[src/rtl/pulse_frame_ctrl.sv]
// rtl/pulse_frame_ctrl.sv - pulse-map frame sequencer and BRAM write-port arbiter
//
// Each accepted start clears every BRAM word, then runs a generation window
// of `len` cycles. During that window the pulse and pin writers share port A
// under round-robin arbitration. The frame ends with a one-cycle frame_done.
//
// Ports:
//   clk, rst_n                 clock, asynchronous active-low reset
//   start, abort               frame request (IDLE only), return to IDLE
//   gen_cycles                 generation window length, latched on start
//   pulse_req/addr/data, gnt   pulse writer request and combinational grant
//   pin_req/addr/data, gnt     pin writer request and combinational grant
//   bram_addr/data_in/we/en    registered BRAM port A (byte address)
//   gen_en, busy, frame_done   status decoded from the state register

module pulse_frame_ctrl #(
    parameter int DEPTH  = 1024,
    parameter int DATA_W = 32,
    localparam int AW    = $clog2(DEPTH)
) (
    input  logic              clk,
    input  logic              rst_n,
    input  logic              start,
    input  logic              abort,
    input  logic [31:0]       gen_cycles,
    input  logic              pulse_req,
    input  logic [AW-1:0]     pulse_addr,
    input  logic [DATA_W-1:0] pulse_data,
    output logic              pulse_gnt,
    input  logic              pin_req,
    input  logic [AW-1:0]     pin_addr,
    input  logic [DATA_W-1:0] pin_data,
    output logic              pin_gnt,
    output logic [31:0]       bram_addr,
    output logic [DATA_W-1:0] bram_data_in,
    output logic              bram_we,
    output logic              bram_en,
    output logic              gen_en,
    output logic              busy,
    output logic              frame_done
);

    typedef enum logic [1:0] {
        S_IDLE,
        S_CLEAR,
        S_GEN,
        S_DONE
    } state_t;

    localparam logic [AW-1:0] CLR_LAST = AW'(DEPTH - 1);

    state_t            state;
    state_t            state_next;
    logic [31:0]       len;
    logic [31:0]       gen_cnt;
    logic [AW-1:0]     clr_idx;
    logic              last_pin;

    logic              wr_en;
    logic [AW-1:0]     wr_addr;
    logic [DATA_W-1:0] wr_data;

    // State register
    always_ff @(posedge clk or negedge rst_n) begin
        if (!rst_n) begin
            state <= S_IDLE;
        end else begin
            state <= state_next;
        end
    end

    // Next state, grants and the write decided this cycle
    always_comb begin
        state_next = state;
        pulse_gnt  = 1'b0;
        pin_gnt    = 1'b0;
        wr_en      = 1'b0;
        wr_addr    = '0;
        wr_data    = '0;

        case (state)
            S_IDLE: begin
                if (start) begin
                    state_next = S_CLEAR;
                end
            end
            S_CLEAR: begin
                wr_en   = 1'b1;
                wr_addr = clr_idx;
                if (clr_idx == CLR_LAST) begin
                    state_next = (len != 32'd0) ? S_GEN : S_DONE;
                end
            end
            S_GEN: begin
                // On a tie, last_pin=1 means pin went last, so pulse wins.
                if (pulse_req && (!pin_req || last_pin)) begin
                    pulse_gnt = 1'b1;
                    wr_en     = 1'b1;
                    wr_addr   = pulse_addr;
                    wr_data   = pulse_data;
                end else if (pin_req) begin
                    pin_gnt = 1'b1;
                    wr_en   = 1'b1;
                    wr_addr = pin_addr;
                    wr_data = pin_data;
                end
                if (gen_cnt == len - 32'd1) begin
                    state_next = S_DONE;
                end
            end
            S_DONE: begin
                state_next = S_IDLE;
            end
            default: begin
                state_next = S_IDLE;
            end
        endcase

        // Abort overrides everything: no grant, no new write, back to IDLE.
        if (abort) begin
            state_next = S_IDLE;
            pulse_gnt  = 1'b0;
            pin_gnt    = 1'b0;
            wr_en      = 1'b0;
        end
    end

    // Frame counters and arbitration history
    always_ff @(posedge clk or negedge rst_n) begin
        if (!rst_n) begin
            len      <= 32'd0;
            gen_cnt  <= 32'd0;
            clr_idx  <= '0;
            last_pin <= 1'b1;
        end else begin
            if (state == S_IDLE && start && !abort) begin
                len     <= gen_cycles;
                gen_cnt <= 32'd0;
                clr_idx <= '0;
            end
            if (state == S_CLEAR) begin
                clr_idx <= clr_idx + AW'(1);
            end
            if (state == S_GEN) begin
                gen_cnt <= gen_cnt + 32'd1;
            end
            if (pulse_gnt) begin
                last_pin <= 1'b0;
            end else if (pin_gnt) begin
                last_pin <= 1'b1;
            end
        end
    end

    // Registered BRAM port: address and data hold when no write is issued.
    always_ff @(posedge clk or negedge rst_n) begin
        if (!rst_n) begin
            bram_we      <= 1'b0;
            bram_addr    <= 32'd0;
            bram_data_in <= '0;
        end else begin
            bram_we <= wr_en;
            if (wr_en) begin
                bram_addr    <= {{(30 - AW){1'b0}}, wr_addr, 2'b00};
                bram_data_in <= wr_data;
            end
        end
    end

    assign bram_en    = bram_we;
    assign gen_en     = (state == S_GEN);
    assign busy       = (state != S_IDLE);
    assign frame_done = (state == S_DONE);

endmodule
[config.mk]
export PLATFORM = sky130hd
export DESIGN_NAME = pulse_frame_ctrl
export DESIGN_NICKNAME = d
export VERILOG_FILES = /design/src/rtl/pulse_frame_ctrl.sv
export SDC_FILE = /design/constraint.sdc
export NUM_CORES = 1
export LEC_CHECK = 0
export CAP_MARGIN = 0
export CORE_ASPECT_RATIO = 0.6
export CORE_MARGIN = 2
export CORE_UTILIZATION = 50
export CTS_BUF_LIST = sky130_fd_sc_hd__clkbuf_8
export DETAILED_ROUTE_END_ITERATION = 10
export GPL_TIMING_DRIVEN = 0
export PLACE_DENSITY = 0.94
export SETUP_SLACK_MARGIN = 0.05
export SLEW_MARGIN = 20
export SYNTH_ARGS = -nofsm -noshare
export SYNTH_HDL_FRONTEND = slang
export SYNTH_SLANG_ARGS = --single-unit
[constraint.sdc]
create_clock -name clk -period 4.7 [get_ports clk]
set_clock_uncertainty 0.2 [all_clocks]
set_input_delay 1.175 -clock clk [delete_from_list [all_inputs] [get_ports clk]]
set_output_delay 1.175 -clock clk [all_outputs]
set_load 0.01 [all_outputs]
## Yosys cells after proc, flatten, opt, wreduce, memory -nomap -nowiden

Cells that the tools add are included.

| word-level totals | value |
|---|---|
| output and inout bits | 71 |
| bits of input ports | 122 |
| flip-flop bits (word level) | 120 |
| logic and storage cells | 60 |

| cells by class | value |
|---|---|
| reduce and logical (&&, ||, !) cells | 13 |
| muxes and demuxes | 28 |
| equal/unequal tests | 8 |
| $add $sub $neg | 3 |

Operators by type and width:

| operator | count |
|---|---|
| two-way mux 32 bit | 5 |
| two-way mux 10 bit | 4 |
| adder 32 x 1 -> 32 bit (second input constant) | 1 |
| equality test 32 bit | 1 |
| nonzero test 32 bit | 1 |
| subtractor 32 x 1 -> 32 bit (second input constant) | 1 |
| one-hot mux 10 bit (2 select lines) | 1 |
| two-way mux 1 bit | 12 |
| adder 10 x 1 -> 10 bit (second input constant) | 1 |
| equality test 10 bit (second input constant) | 1 |
| two-way mux 2 bit | 4 |
| one-hot mux 2 bit (4 select lines) | 1 |
| nonzero test 2 bit | 4 |
| inequality test 3 bit (second input constant) | 2 |
| equality test 2 bit (second input constant) | 2 |
| logical AND 1 bit | 3 |
| inequality test 3 x 2 -> 1 bit (second input constant) | 1 |
| AND reduction 3 bit | 1 |
| equality test 2 x 1 -> 1 bit (second input constant) | 1 |
| logical NOT 1 bit | 2 |
| logical NOT 2 bit | 1 |
| one-hot mux 1 bit (2 select lines) | 1 |
| logical OR 1 bit | 1 |

## Longest topological paths before layout

| logic depth | value |
|---|---|
| word-level depth | 8 |
| depth in mapped cells | 11 |
| gate-level depth less buffers | 10 |

## Worst setup path after synthesis

No wires, ideal clock.

| timing path | value |
|---|---|
| kind | input-to-output |
| start | input port pin_req |
| end | output port pin_gnt |
| arrival | 2.345 ns |
| data required time | 3.325 ns |
| cell stages on the path | 5 |
| slack | 0.980 ns |
| path buffers | 2 |
| path through | clkbuf_1 inv_1 o21ai_1 clkbuf_1 and3_1 |

| between the ends | value |
|---|---|
| word-level cells in the longest chain between the ends | 6 |
| elaborated cells on any way between the ends | 7 |
| classes of those cells | 4 x mux; 3 x reduce/logical |

RTL lines:

| item | RTL line | text |
|---|---|---|
| start, declared | 30 | `input logic pin_req,` |
| logical NOT 1 bit | 96 | `if (pulse_req && (!pin_req \|\| last_pin)) begin` |
| logical OR 1 bit | 96 |  |
| logical AND 1 bit | 96 |  |
| two-way mux 1 bit (*) | 96 |  |
| two-way mux 1 bit (*) | 81 | `case (state)` |
| two-way mux 1 bit (*) | 120 | `if (abort) begin` |
| end, declared | 33 | `output logic pin_gnt,` |

Every way passes the cells marked *; elsewhere a longest branch is shown, timed or not.

## Worst setup path after layout

| timing path | value |
|---|---|
| start | input port pulse_req |
| end | output port pulse_gnt |

| between the ends | value |
|---|---|
| word-level cells in the longest chain between the ends | 4 |

RTL lines:

| item | RTL line | text |
|---|---|---|
| start, declared | 26 | `input logic pulse_req,` |
| logical AND 1 bit | 96 |  |
| two-way mux 1 bit | 96 |  |
| two-way mux 1 bit | 81 |  |
| two-way mux 1 bit | 120 |  |
| end, declared | 29 | `output logic pulse_gnt,` |

Every way passes these cells.

==> metrics.txt <==
# TYPE chip_impl_metric gauge
chip_impl_info{name="status",value="finished, final reports clean"} 1
chip_impl_metric{name="num_rows",unit=""} 34
chip_impl_metric{name="timing.final.setup_violations",unit=""} 0
chip_impl_metric{name="htree_levels",unit=""} 4
chip_impl_metric{name="critical_path_buf_inv_count",unit=""} 3
chip_impl_metric{name="detailroute.via_count",unit=""} 7342
chip_impl_metric{name="post-place-ws",unit="ns"} -0.157
chip_impl_metric{name="cts_made_buffers",unit=""} 17
chip_impl_info{name="rsz_0062_raised_after_global_routing",value="false"} 1
chip_impl_metric{name="setup-tns-final",unit="ns"} 0
chip_impl_metric{name="detail_route.drc_violations",unit=""} 0
chip_impl_metric{name="drive_gt1_share",unit="%"} 11.2
chip_impl_metric{name="worstSkewPairLatency",unit="ns"} 0.44
chip_impl_metric{name="postSynthRegisterBits",unit=""} 120
chip_impl_metric{name="globalplace.congestion",unit=""} 0.936
chip_impl_metric{name="achievable-frequency",unit="GHz"} 0.220
chip_impl_info{name="synth_area_leaders",value="sky130_fd_sc_hd__dfrtp_1 (41%), sky130_fd_sc_hd__nand2_1 (6.5%), sky130_fd_sc_hd__nand3_1 (4.9%), sky130_fd_sc_hd__mux2_2 (4.9%), sky130_fd_sc_hd__xnor2_1 (4.1%)"} 1
chip_impl_metric{name="cts.repair_timing.setup_buffer_count",unit=""} 0
chip_impl_info{name="start_kind",value="input port"} 1
chip_impl_metric{name="dp_cells",unit=""} 1210
chip_impl_metric{name="synth.cell_area",unit="sq um"} 7330
chip_impl_metric{name="synth_warnings",unit=""} 0
chip_impl_metric{name="port-buffer-count",unit=""} 169
chip_impl_metric{name="timing.critical_path.required",unit="ns"} 3.32
chip_impl_metric{name="die_h",unit="um"} 97.8
chip_impl_metric{name="cts-hold-fix-buffers",unit=""} 0
chip_impl_metric{name="crit_arrival",unit="ns"} 3.17
chip_impl_metric{name="crit_path_max_fanout",unit=""} 10
chip_impl_metric{name="synth-edff-count",unit=""} 0
chip_impl_metric{name="initial_core_utilization",unit="%"} 50.8
chip_impl_metric{name="via_count_of_the_first_global_routing_pass",unit=""} 6954
chip_impl_info{name="synth_top_flop_cell",value="sky130_fd_sc_hd__dfrtp_1"} 1
chip_impl_metric{name="peakVddDrop",unit="mV"} 0.240
chip_impl_metric{name="yosys.area.top_type_share",unit="%"} 40.6
chip_impl_metric{name="globalRouteTotalUtil",unit="%"} 28.6
chip_impl_metric{name="route.antenna.remaining_nets",unit=""} 0
chip_impl_metric{name="post_synthesis_average_cell_area",unit="sq um"} 8.93
chip_impl_metric{name="drv_cap",unit=""} 0
chip_impl_metric{name="post_dp_cell_area",unit="sq um"} 9380
chip_impl_metric{name="area_delta_synth_final",unit="%"} 33.6
chip_impl_metric{name="number_of_non_filler_instances_in_the_completed_layout",unit=""} 1241
chip_impl_metric{name="p_leak",unit="uW"} 0.00405
chip_impl_metric{name="final.fill_count",unit=""} 1089
chip_impl_metric{name="layout.area.seq",unit="sq um"} 3000
chip_impl_metric{name="core_area",unit="sq um"} 14400
chip_impl_metric{name="tritoncts_num_sinks",unit=""} 120
chip_impl_metric{name="slew_violations",unit=""} 0
chip_impl_metric{name="hold_violations",unit=""} 0
chip_impl_metric{name="dieArea",unit="sq um"} 15700
chip_impl_info{name="crit_path_end_kind",value="output port"} 1
chip_impl_info{name="global_route.peak_usage_layer",value="met2"} 1
chip_impl_metric{name="syn_inst",unit=""} 821
chip_impl_info{name="critical_path.slowest_cell",value="sky130_fd_sc_hd__clkdlybuf4s50_1"} 1
chip_impl_metric{name="grt.met1_usage",unit="%"} 40.7
chip_impl_metric{name="final_area",unit="sq um"} 9790
chip_impl_metric{name="max_slew_margin",unit="%"} 40.0
chip_impl_info{name="cts_tree",value="built"} 1
chip_impl_metric{name="drt_wl_total",unit="um"} 22600
chip_impl_metric{name="finish.net_count",unit=""} 1160
chip_impl_metric{name="met2_demand_to_capacity_share_in_global_routing",unit="%"} 42.7
chip_impl_metric{name="fp.dieW",unit="um"} 160
chip_impl_metric{name="worstMarginPinSlew",unit="ns"} 0.892
chip_impl_info{name="hold_path.class",value="reg -> reg"} 1
chip_impl_info{name="final_cell_mix",value="sky130_fd_sc_hd__clkdlybuf4s50_1 (168), sky130_fd_sc_hd__nand2_1 (126), sky130_fd_sc_hd__dfrtp_1 (119), sky130_fd_sc_hd__nand3_1 (72), sky130_fd_sc_hd__o21ai_0 (46)"} 1
chip_impl_metric{name="synth.distinct_cells",unit=""} 62
chip_impl_metric{name="hpwl_after_detailed_placement",unit="um"} 16600
chip_impl_metric{name="path_clk_slew",unit="ns"} 0.08
chip_impl_metric{name="grt_util_met3",unit="%"} 8.54
chip_impl_metric{name="power-per-cell-area",unit="nW/um^2"} 515
chip_impl_info{name="worstSetupPathType",value="in -> out"} 1
chip_impl_metric{name="overflow",unit=""} 0
chip_impl_metric{name="wire_per_inst",unit="um"} 18.2
chip_impl_metric{name="largest_net_degree_at_the_start_of_global_routing",unit=""} 65
chip_impl_info{name="cpMostUsedCell",value="sky130_fd_sc_hd__clkdlybuf4s50_1"} 1
chip_impl_metric{name="period_utilisation_layout",unit="%"} 96.8
chip_impl_metric{name="layout_min_cycle_time",unit="ns"} 4.55
chip_impl_info{name="timing.critical_path.cells",value="clkdlybuf4s50_1 > o21a_1 > clkbuf_2 > and2_1 > clkdlybuf4s50_1"} 1
chip_impl_info{name="clockRootBuffer",value="sky130_fd_sc_hd__clkbuf_8"} 1
chip_impl_metric{name="area_of_the_multi_input_gates",unit="sq um"} 3950
chip_impl_info{name="most_common_cell_after_layout_fill_and_taps_aside",value="sky130_fd_sc_hd__clkdlybuf4s50_1"} 1
chip_impl_metric{name="cts_buffer_depth",unit=""} 2
chip_impl_metric{name="drtIter0Drc",unit=""} 701
chip_impl_metric{name="global_route_wire_length_before_repair",unit="um"} 35800
chip_impl_info{name="cell_taking_the_most_area_after_synthesis",value="sky130_fd_sc_hd__dfrtp_1"} 1
chip_impl_metric{name="cp_slowest_stage_delay",unit="ns"} 0.59
chip_impl_metric{name="synth_async_sr_flop_share",unit="%"} 100
chip_impl_metric{name="antenna_cells_inserted",unit=""} 0
chip_impl_metric{name="firstDrtPassIters",unit=""} 7
chip_impl_metric{name="vias_per_cell",unit=""} 5.92
chip_impl_metric{name="initial_antenna_violation_count",unit=""} 0
chip_impl_metric{name="num_io_pins",unit=""} 193
chip_impl_metric{name="setup_ws",unit="ns"} 0.150
chip_impl_info{name="crit_family",value="buffers and inverters"} 1
chip_impl_metric{name="yosysSeqAreaShare",unit="%"} 41.0
-- power breakdown --
group,switching (uW),internal (uW),total (uW),leakage [uW]
Combinational,1190,1070,2260,0.00225
Clock,472,526,998,0.000209
Sequential,407,1370,1780,0.00159
-- area by class of cell --
type,count,area share [%]
timing repair buffer,170,17.6
clock inverter,15,1.83
tap,198,2.53
clock buffer,17,2.39
inverter,11,0.422
buffer,79,4.32
multi-input combinational,631,40.3
sequential,120,30.7
-- stage by stage --
| step | hold slack, ns | total power [uW] | util [%] |
|---|---|---|---|
| after floorplan | 0.266 | 3070 | - |
| after detailed placement | 0.274 | 3960 | 65.0 |
| after global placement | 0.262 | 3860 | 64.8 |
| after global routing | 0.316 | 5300 | 67.9 |
| after CTS | 0.292 | 4990 | 67.9 |
| final | 0.288 | 5040 | 67.9 |
-- registers in the layout, indices dropped and copies added, names as in the netlist --
| register | flops |
|---|---|
| bram_data_in | 32 |
| gen_cnt | 32 |
| len | 32 |
| bram_addr | 10 |
| clr_idx | 10 |
| state | 2 |
| bram_en | 1 |
| last_pin | 1 |
-- tightest hold or removal path, stage by stage, from the launching register on --
cell	delay [ns]
sky130_fd_sc_hd__dfrtp_1	0.35
sky130_fd_sc_hd__nand2_1	0.04
sky130_fd_sc_hd__o21ai_0	0.06
-- metal layers --
metal | wire length [um] | vias up
li1 | - | 3309
met1 | 9670 | 3503
met2 | 9880 | 469
met3 | 2540 | 61
met4 | 521 | 0
met5 | 0 | -
-- final timing paths --
check | slack [ns] | depth (start not counted) | from | end
worst max-delay path | 0.15 | 5 | pulse_req | pulse_gnt
worst min-delay path | 0.29 | 2 | bram_addr[7]$_DFFE_PN0P_ | bram_addr[7]$_DFFE_PN0P_
worst max register to register | 0.72 | 11 | len[0]$_DFFE_PN0P_ | state[1]$_DFFE_PN0P_
worst min register to register | 0.29 | 2 | bram_addr[7]$_DFFE_PN0P_ | bram_addr[7]$_DFFE_PN0P_
max in group asynchronous | 3.04 | 2 | rst_n | last_pin$_DFFE_PN1P_
min in group asynchronous | 0.51 | 1 | rst_n | bram_en$_DFF_PN0_
-- cells in the mapped netlist, types with 4 or more instances --
master,count
sky130_fd_sc_hd__nor3_1,13
sky130_fd_sc_hd__buf_6,4
sky130_fd_sc_hd__nor4_1,8
sky130_fd_sc_hd__nand2_1,126
sky130_fd_sc_hd__mux2_2,32
sky130_fd_sc_hd__a22oi_1,11
sky130_fd_sc_hd__o21ai_0,46
sky130_fd_sc_hd__a22o_1,32
sky130_fd_sc_hd__buf_2,5
sky130_fd_sc_hd__o31ai_1,6
sky130_fd_sc_hd__xor2_1,19
sky130_fd_sc_hd__buf_4,23
sky130_fd_sc_hd__a31oi_1,4
sky130_fd_sc_hd__o211ai_1,7
sky130_fd_sc_hd__buf_1,6
sky130_fd_sc_hd__and2_1,5
sky130_fd_sc_hd__mux2i_1,14
sky130_fd_sc_hd__xnor2_1,34
sky130_fd_sc_hd__nor2_1,33
sky130_fd_sc_hd__a21oi_1,41
sky130_fd_sc_hd__inv_1,11
sky130_fd_sc_hd__or3_1,8
sky130_fd_sc_hd__nand4_1,15
sky130_fd_sc_hd__dfrtp_1,119
sky130_fd_sc_hd__ha_1,8
sky130_fd_sc_hd__clkbuf_1,42
sky130_fd_sc_hd__nand3_1,72
sky130_fd_sc_hd__nor2b_1,6
sky130_fd_sc_hd__and3_1,9
sky130_fd_sc_hd__or4_1,9
-- cells by family after synthesis --
kind of cell,share of synthesized area [%]
and+or+nand+nor,23.0
other,0.0512
buffers and inverters,6.33
AOI/OAI and AO/OA,14.7
adders and majority gates,1.37
DFF,41.0
xor gates and xnor gates,6.55
muxes,6.98
-- timing repair --
item	4_1_cts	5_1_grt
resized for setup	3	2
setup endpoints to repair	2	2
hold endpoints to repair	0	0
gates cloned	0	0
(Power assumes the default switching activity.)
